### config.mk
export PLATFORM = sky130hd
export DESIGN_NAME = prime_sweep_flat
export DESIGN_NICKNAME = d
export VERILOG_FILES = /design/src/rtl/prime_sweep_if.sv /design/src/rtl/prime_sweep.sv /design/src/flat_wrapper.sv
export SDC_FILE = /design/constraint.sdc
export NUM_CORES = 1
export LEC_CHECK = 0
export CORE_UTILIZATION = 45
export CTS_CLUSTER_SIZE = 24
export DETAILED_ROUTE_END_ITERATION = 6
export GPL_ROUTABILITY_DRIVEN = 1
export PLACE_DENSITY = 0.78
export SYNTH_ARGS = -nofsm -noshare
export SYNTH_HDL_FRONTEND = slang
export SYNTH_SLANG_ARGS = --single-unit
### constraint.sdc
create_clock -name clk -period 3.7 [get_ports clk]
set_clock_uncertainty 0.2 [all_clocks]
set_input_delay 0.925 -clock clk [delete_from_list [all_inputs] [get_ports clk]]
set_output_delay 0.925 -clock clk [all_outputs]
set_load 0.05 [all_outputs]
### src/rtl/prime_sweep_if.sv
// Output stream of the prime scanner: one registered word plus valid/ready.
interface prime_sweep_if #(
   parameter int W = 5
);
   logic         out_valid;
   logic         out_ready;
   logic [W-1:0] out_data;

   modport master (
      output out_valid,
      output out_data,
      input  out_ready
   );

   modport slave (
      input  out_valid,
      input  out_data,
      output out_ready
   );
endinterface

### src/rtl/prime_sweep.sv
// Range scanner in front of the 5-bit combinational prime detector.
// Steps num through [lo, hi], samples is_prime in the same cycle and
// pushes each prime into a single-entry valid/ready output register.
//
// state    | meaning
// ---------+-------------------------------------------------------------
// ST_IDLE  | waiting for start; outputs hold their last values
// ST_SCAN  | num on the detector, one number per edge unless stalled
// ST_DRAIN | range finished; wait for the last prime to be taken, pulse done
module prime_sweep #(
   parameter int W = 5
) (
   input  logic         clk,
   input  logic         rst_n,
   input  logic         start,
   input  logic [W-1:0] lo,
   input  logic [W-1:0] hi,
   output logic [W-1:0] num,
   input  logic         is_prime,
   output logic [5:0]   prime_count,
   output logic         busy,
   output logic         done,
   prime_sweep_if.master out_if
);

   typedef enum logic [1:0] {
      ST_IDLE  = 2'd0,
      ST_SCAN  = 2'd1,
      ST_DRAIN = 2'd2
   } state_t;

   state_t       state_q, state_d;
   logic [W-1:0] num_q, num_d;
   logic [W-1:0] hi_q, hi_d;
   logic [W-1:0] out_data_q, out_data_d;
   logic         out_valid_q, out_valid_d;
   logic [5:0]   prime_count_q, prime_count_d;
   logic         busy_q, busy_d;
   logic         done_q, done_d;

   logic         slot_free;
   logic         at_hi;

   // The output register can take a new word if empty or being emptied now.
   assign slot_free = !out_valid_q || out_if.out_ready;
   // End of range is an equality compare so hi = all-ones never needs a wrap.
   assign at_hi     = (num_q == hi_q);

   // Next-state and output-register logic.
   always_comb begin
      state_d       = state_q;
      num_d         = num_q;
      hi_d          = hi_q;
      out_data_d    = out_data_q;
      out_valid_d   = out_valid_q;
      prime_count_d = prime_count_q;
      done_d        = 1'b0;

      // A handshake retires the current word unless a new prime replaces it.
      if (out_valid_q && out_if.out_ready) begin
         out_valid_d = 1'b0;
      end

      case (state_q)
         ST_IDLE: begin
            if (start) begin
               hi_d          = hi;
               prime_count_d = '0;
               if (lo <= hi) begin
                  num_d   = lo;
                  state_d = ST_SCAN;
               end else begin
                  state_d = ST_DRAIN;
               end
            end
         end

         ST_SCAN: begin
            // A prime with nowhere to go freezes num, count and state.
            if (!(is_prime && !slot_free)) begin
               if (is_prime) begin
                  out_data_d    = num_q;
                  out_valid_d   = 1'b1;
                  prime_count_d = prime_count_q + 6'd1;
               end
               if (at_hi) begin
                  state_d = ST_DRAIN;
               end else begin
                  num_d = num_q + W'(1);
               end
            end
         end

         ST_DRAIN: begin
            if (slot_free) begin
               out_valid_d = 1'b0;
               done_d      = 1'b1;
               state_d     = ST_IDLE;
            end
         end

         default: begin
            state_d = ST_IDLE;
         end
      endcase

      busy_d = (state_d != ST_IDLE);
   end

   // All state and registered outputs; reset drops any pending word.
   always_ff @(posedge clk or negedge rst_n) begin
      if (!rst_n) begin
         state_q       <= ST_IDLE;
         num_q         <= '0;
         hi_q          <= '0;
         out_data_q    <= '0;
         out_valid_q   <= 1'b0;
         prime_count_q <= '0;
         busy_q        <= 1'b0;
         done_q        <= 1'b0;
      end else begin
         state_q       <= state_d;
         num_q         <= num_d;
         hi_q          <= hi_d;
         out_data_q    <= out_data_d;
         out_valid_q   <= out_valid_d;
         prime_count_q <= prime_count_d;
         busy_q        <= busy_d;
         done_q        <= done_d;
      end
   end

   assign num              = num_q;
   assign prime_count      = prime_count_q;
   assign busy             = busy_q;
   assign done             = done_q;
   assign out_if.out_valid = out_valid_q;
   assign out_if.out_data  = out_data_q;

endmodule

### src/flat_wrapper.sv
// flat-port wrapper written by rule: the top's interface ports become plain ports
module prime_sweep_flat 
#(
   parameter int W = 5
)
  (clk, rst_n, start, lo, hi, num, is_prime, prime_count, busy, done, out_if_out_valid, out_if_out_data, out_if_out_ready);
  prime_sweep_if #(.W(W)) out_if_i ();
  input  logic clk;
  input  logic rst_n;
  input  logic start;
  input  logic [W-1:0] lo;
  input  logic [W-1:0] hi;
  output logic [W-1:0] num;
  input  logic is_prime;
  output logic [5:0] prime_count;
  output logic busy;
  output logic done;
  output wire logic [$bits(out_if_i.out_valid)-1:0] out_if_out_valid;
  output wire logic [$bits(out_if_i.out_data)-1:0] out_if_out_data;
  input wire logic [$bits(out_if_i.out_ready)-1:0] out_if_out_ready;
  assign out_if_out_valid = out_if_i.out_valid;
  assign out_if_out_data = out_if_i.out_data;
  assign out_if_i.out_ready = out_if_out_ready;
  prime_sweep #(.W(W)) u_core (.clk(clk), .rst_n(rst_n), .start(start), .lo(lo), .hi(hi), .num(num), .is_prime(is_prime), .prime_count(prime_count), .busy(busy), .done(done), .out_if(out_if_i));
endmodule
==> flow_metrics.tcl, run 1 <==
set metrics [dict create \
    crit_chain "clkdlybuf4s50_1 > inv_1 > ha_1 > o21ai_0 > o21ai_1 > o311a_4 > or2_4 > a211o_1" \
    dr.pass1.iters 4 \
    setup_tns_ns 0 \
    synth_cell_types 41 \
    cp_slowest_cell "clkdlybuf4s50_1" \
    hp-class "reg2reg" \
    drive_above_1_share 0.0909 \
    cts_tree "built" \
    drv_cap 0 \
    crit_type "in2reg" \
    vias_per_cell 5.37 \
    grt_max_degree 27 \
    arrival_ns 3.03 \
    cts.path.max_buffers 2 \
    final_core_util 0.599 \
    clock.fmax_ghz 0.333 \
    start_util 0.472 \
    relSlewSlack 0.470 \
    synth_seq_cells 26 \
    crit_required_ns 3.72 \
    max_slew.worst_pin.slew_ns 0.795 \
    critPathMaxStageDelay_ns 0.45 \
    syn_area_sq_um 1570 \
    crit_buf_inv 2 \
    post-route-period-util 0.812 \
    area_growth_syn_to_layout_pct 26.9 \
    grt_pass1_wl_microns 5340 \
    synthCells 164 \
    synth_warnings 0 \
    cts_setup_buffers 0 \
    ys.flop_type "dfrtp_1" \
    drt-total-wl_microns 3320 \
    fp.dieH_microns 61.1 \
    ant_nets 0 \
    cts-root-buf "clkbuf_4" \
    first_iter_violations 62 \
    synth_edf_count 0 \
    diodes 0 \
    nNetsFinal 225 \
    io_buffers 33 \
    cts_hold_buf 0 \
    cp_top_family "compound AO/OA/AOI/OAI gates" \
    most-common-layout-cells "clkdlybuf4s50_1 (33), dfrtp_1 (26), nand2_1 (16)" \
    p_per_area_nw_per_um2 872 \
    start_kind "input pin" \
    slew_violations 0 \
    final_common_cell "clkdlybuf4s50_1" \
    crit_fanout 9 \
    core_area_sq_um 3340 \
    min_period_ns 3.01 \
    leakagePower_nw 0.876 \
    clkTransAtPathRegs_ns 0.14 \
    hold_viol 0 \
    critPathCaptureType "flop" \
    insertion_delay_ns 0.32 \
    syn-num-nets 190 \
    antenna_found_initial 0 \
    syn-mean-instance-area_sq_um 9.60 \
    num_rows 21 \
    dp_hpwl_microns 2580 \
    routedWlPerCell_microns 13.6 \
    nFillCells 306 \
    ios 34 \
    place.gp.congestion 0.879 \
    cts_buffers 3 \
    status "finished clean" \
    async_reset_ff_frac 1.00 \
    die_area_sq_um 3740 \
    cts.sinks 26 \
    drc_errors 0 \
    ctsResizeCount 0 \
    die_w_microns 61.1 \
    vias 1311 \
    htreeDepth 1 \
    vdd_drop_max_mv 0.550 \
    grt_remaining_overflow 0 \
    grt_pass1_vias 1236 \
    rsz0062_at_grt "false" \
    setup_viol_count_final 0 \
    grt_usage 0.195 \
    yosysSeqAreaShare 0.413 \
]
## stage by stage
step	power, mW	setup WS, ns	std cells	hold slack [ns]	instance area, sq um
final	1.74	0.694	244	0.336	2000
after global routing	1.86	0.628	244	0.361	2000
after CTS	1.75	0.715	244	0.344	2000
after detailed placement	1.55	0.354	240	0.312	1950
after global placement	1.52	0.445	240	0.291	1950
after floorplan	1.26	0.946	164	0.270	1570
## sequential cells by signal (all words and copies together) (netlist names)
signal	cells
u_core.prime_count	6
u_core.hi_q	5
u_core.state_q	2
u_core.out_if.out_data	5
u_core.out_if.out_valid	1
u_core.busy	1
u_core.done	1
u_core.num	5
## power by group
part | switching, mW | internal (mW) | total [mW]
clock network | 0.0848 | 0.110 | 0.194
logic | 0.618 | 0.402 | 1.02
registers | 0.129 | 0.400 | 0.529
total | 0.832 | 0.911 | 1.74
## cells in the mapped netlist, types with 3 or more instances
master     n  area, sq um
a211o_1    3         26.3
mux2_2     6         67.6
nand2_1   16         60.1
a21oi_1    5         25.0
nand2b_1   4         25.0
o41ai_1    3         26.3
o21ai_0   15         75.1
ha_1      11          138
nand3_1   11         55.1
nor2_1    10         37.5
nor3_1     3         15.0
inv_1     11         41.3
xor2_1     3         26.3
dfrtp_1   26          651
xnor2_1    5         43.8
## worst register-to-register path, stage by stage (launching register included)
cell and delay [ns]:
dfrtp_1 0.45, inv_1 0.10, ha_1 0.68, nor2_1 0.29
a31oi_1 0.26, o21ai_2 0.14, or2_4 0.30, a211o_1 0.30
## routing by layer
layer	global-route usage	share of wire	up-vias	routed length (microns)
met5	0	0	-	0
met4	0.0714	0.011	0	36
met3	0.0294	0.033	5	109
met2	0.343	0.49	32	1640
met1	0.243	0.46	621	1530
li1	-	-	653	-
## cell families after synthesis
group	synth area share
buffers and inverters	0.0413
DFF	0.413
adders and majority gates	0.0874
xor gates and xnor gates	0.0445
and+or+nand+nor	0.191
AOI/OAI and AO/OA	0.167
muxes	0.0556
## final cells by class
cell class / count / area, sq um / share of cell area
Tap cell: 46 / 57.6 / 0.0288
Sequential cell: 26 / 651 / 0.326
Multi-Input combinational cell: 123 / 858 / 0.430
Timing Repair Buffer: 34 / 338 / 0.169
Clock inverter: 1 / 30.0 / 0.0150
Clock buffer: 3 / 22.5 / 0.0113
Inverter: 11 / 41.3 / 0.0207
## worst paths after layout
path	from	endpoint	slack [ns]	cells after the start
worst max-delay path	hi[3]	u_core.num[3]$_DFFE_PN0P_	0.69	8
worst min-delay path	u_core.out_if.out_data[3]$_DFFE_PN0P_	u_core.out_if.out_data[3]$_DFFE_PN0P_	0.34	1
worst max register to register	u_core.state_q[1]$_DFF_PN0_	u_core.num[3]$_DFFE_PN0P_	0.89	7
worst min register to register	u_core.out_if.out_data[3]$_DFFE_PN0P_	u_core.out_if.out_data[3]$_DFFE_PN0P_	0.34	1
max in group asynchronous	rst_n	u_core.state_q[1]$_DFF_PN0_	2.30	2
min in group asynchronous	rst_n	u_core.prime_count[4]$_DFFE_PN0P_	0.75	2
Note: power is estimated with default switching activity, not from simulation.
==> inputs of run 2 (changes only) <==
- clock period: 3.7 -> 2.87 ns (I/O delays scaled with it)
==> flow_metrics.tcl, run 2 (synthesis results as in run 1) <==
set metrics [dict create \
    final_common_cell "clkdlybuf4s50_1" \
    dp_hpwl_microns 2640 \
    arrival_ns 2.79 \
    status "finished clean" \
    crit_fanout 8 \
    num_rows 21 \
    setup_tns_ns 0 \
    grt_usage 0.205 \
    cts_hold_buf 0 \
    ios 34 \
    cts_buffers 3 \
    crit_chain "clkdlybuf4s50_1 > inv_1 > ha_1 > a211oi_2 > o21ai_1 > o311a_4 > buf_4 > o41ai_1 > a211o_1" \
    min_period_ns 2.71 \
    largest_reg_flops 6 \
    leakagePower_nw 0.904 \
    ff2ff_path_depth 7 \
    vdd_drop_max_mv 0.752 \
    setup_viol_count_final 0 \
    cts.sinks 26 \
    nNetsFinal 232 \
    ctsResizeCount 0 \
    most-common-layout-cells "clkdlybuf4s50_1 (33), dfrtp_1 (26), nand2_1 (16)" \
    post-route-period-util 0.945 \
    dr.pass1.iters 4 \
    hold_slack_ns 0.331 \
    insertion_delay_ns 0.33 \
    clkTransAtPathRegs_ns 0.13 \
    routedWlPerCell_microns 13.5 \
    die_area_sq_um 3740 \
    p_per_area_nw_per_um2 1100 \
    cp_slowest_cell "clkdlybuf4s50_1" \
    antenna_found_initial 0 \
    drt-total-wl_microns 3390 \
    core_area_sq_um 3340 \
    hold_viol 0 \
    start_util 0.472 \
    clock.fmax_ghz 0.369 \
    max_slew.worst_pin.slew_ns 0.506 \
    drv_cap 0 \
    p_total_mw 2.23 \
    ant_nets 0 \
    grt_pass1_vias 1334 \
    cts_setup_buffers 0 \
    start_kind "input pin" \
    io_buffers 33 \
    first_iter_violations 67 \
    place.gp.congestion 0.854 \
    die_w_microns 61.1 \
    grt_pass1_wl_microns 5640 \
    grt_remaining_overflow 0 \
    drive_above_1_share 0.122 \
    crit_required_ns 2.95 \
    vias_per_cell 5.52 \
    slew_violations 0 \
    relSlewSlack 0.662 \
    cts_tree "built" \
    crit_type "in2reg" \
    critPathMaxStageDelay_ns 0.45 \
    cts.path.max_buffers 2 \
    final_core_util 0.610 \
    grt_max_degree 27 \
    cts-root-buf "clkbuf_4" \
    hold_path_depth 1 \
    diodes 0 \
    hp-class "reg2reg" \
    nFillCells 268 \
    critPathCaptureType "flop" \
    drc_errors 0 \
    htreeDepth 1 \
    fp.dieH_microns 61.1 \
    vias 1386 \
    rsz0062_at_grt "false" \
    area_growth_syn_to_layout_pct 29.3 \
]
## run 2: cell types whose count changed in the layout (fill, tap and decap cells not counted)
cell | before | now
buf_4 | 1 | 8
bufinv_16 | 1 | 0
clkbuf_8 | 0 | 1
## run 2: worst max-delay path, delay by kind of cell
kind / cells / cell delay [ns]
adder cells (fa/ha/maj): 1 / 0.30
AO/OA/AOI/OAI: 5 / 1.10
buffers and inverters: 3 / 0.66
## run 2: area by class of cell
cell class,count,area [sq um],share of cell area
Multi-Input combinational cell,123,858,0.422
Sequential cell,26,651,0.320
Clock buffer,4,36.3,0.0178
Inverter,11,41.3,0.0203
Timing Repair Buffer,41,390,0.192
Tap cell,46,57.6,0.0283
## run 2: per-layer routing
metal | GRT usage | wire length [microns]
met5 | 0 | 0
met1 | 0.254 | 1480
met2 | 0.351 | 1680
met3 | 0.0294 | 180
met4 | 0.0974 | 47
## run 2: through the flow
| step | setup WS [ns] | instance area [sq um] | instances |
|---|---|---|---|
| 2_1_floorplan | 0.324 | 1570 | 164 |
| 3_3_place_gp | -0.137 | 2000 | 247 |
| 3_5_place_dp | -0.201 | 2000 | 247 |
| 4_1_cts | 0.151 | 2030 | 251 |
| 5_1_grt | 0.0295 | 2030 | 251 |
| 6_report | 0.156 | 2030 | 251 |
## run 2: final timing paths
kind | slack (ns) | start | end
max | 0.16 | hi[2] | u_core.num[2]$_DFFE_PN0P_
min | 0.33 | u_core.out_if.out_data[2]$_DFFE_PN0P_ | u_core.out_if.out_data[2]$_DFFE_PN0P_
max reg2reg | 0.43 | u_core.state_q[1]$_DFF_PN0_ | u_core.num[2]$_DFFE_PN0P_
min reg2reg | 0.33 | u_core.out_if.out_data[2]$_DFFE_PN0P_ | u_core.out_if.out_data[2]$_DFFE_PN0P_
max in group asynchronous | 1.69 | rst_n | u_core.hi_q[1]$_DFFE_PN0P_
min in group asynchronous | 0.54 | rst_n | u_core.prime_count[5]$_DFFE_PN0P_
## run 2: power breakdown
part | leakage, nW | internal [mW] | total [mW] | switching [mW]
clock | 0.0210 | 0.0778 | 0.187 | 0.109
combinational | 0.552 | 0.544 | 1.37 | 0.828
sequential | 0.330 | 0.516 | 0.668 | 0.153
total | 0.904 | 1.14 | 2.23 | 1.09
==> inputs of run 3 (changes only) <==
- CTS_CLUSTER_DIAMETER: unset -> 50
- HOLD_SLACK_MARGIN: unset -> 0.05
==> results of run 3 <==
The final DEF is identical to that of run 2; final timing and power are the same.
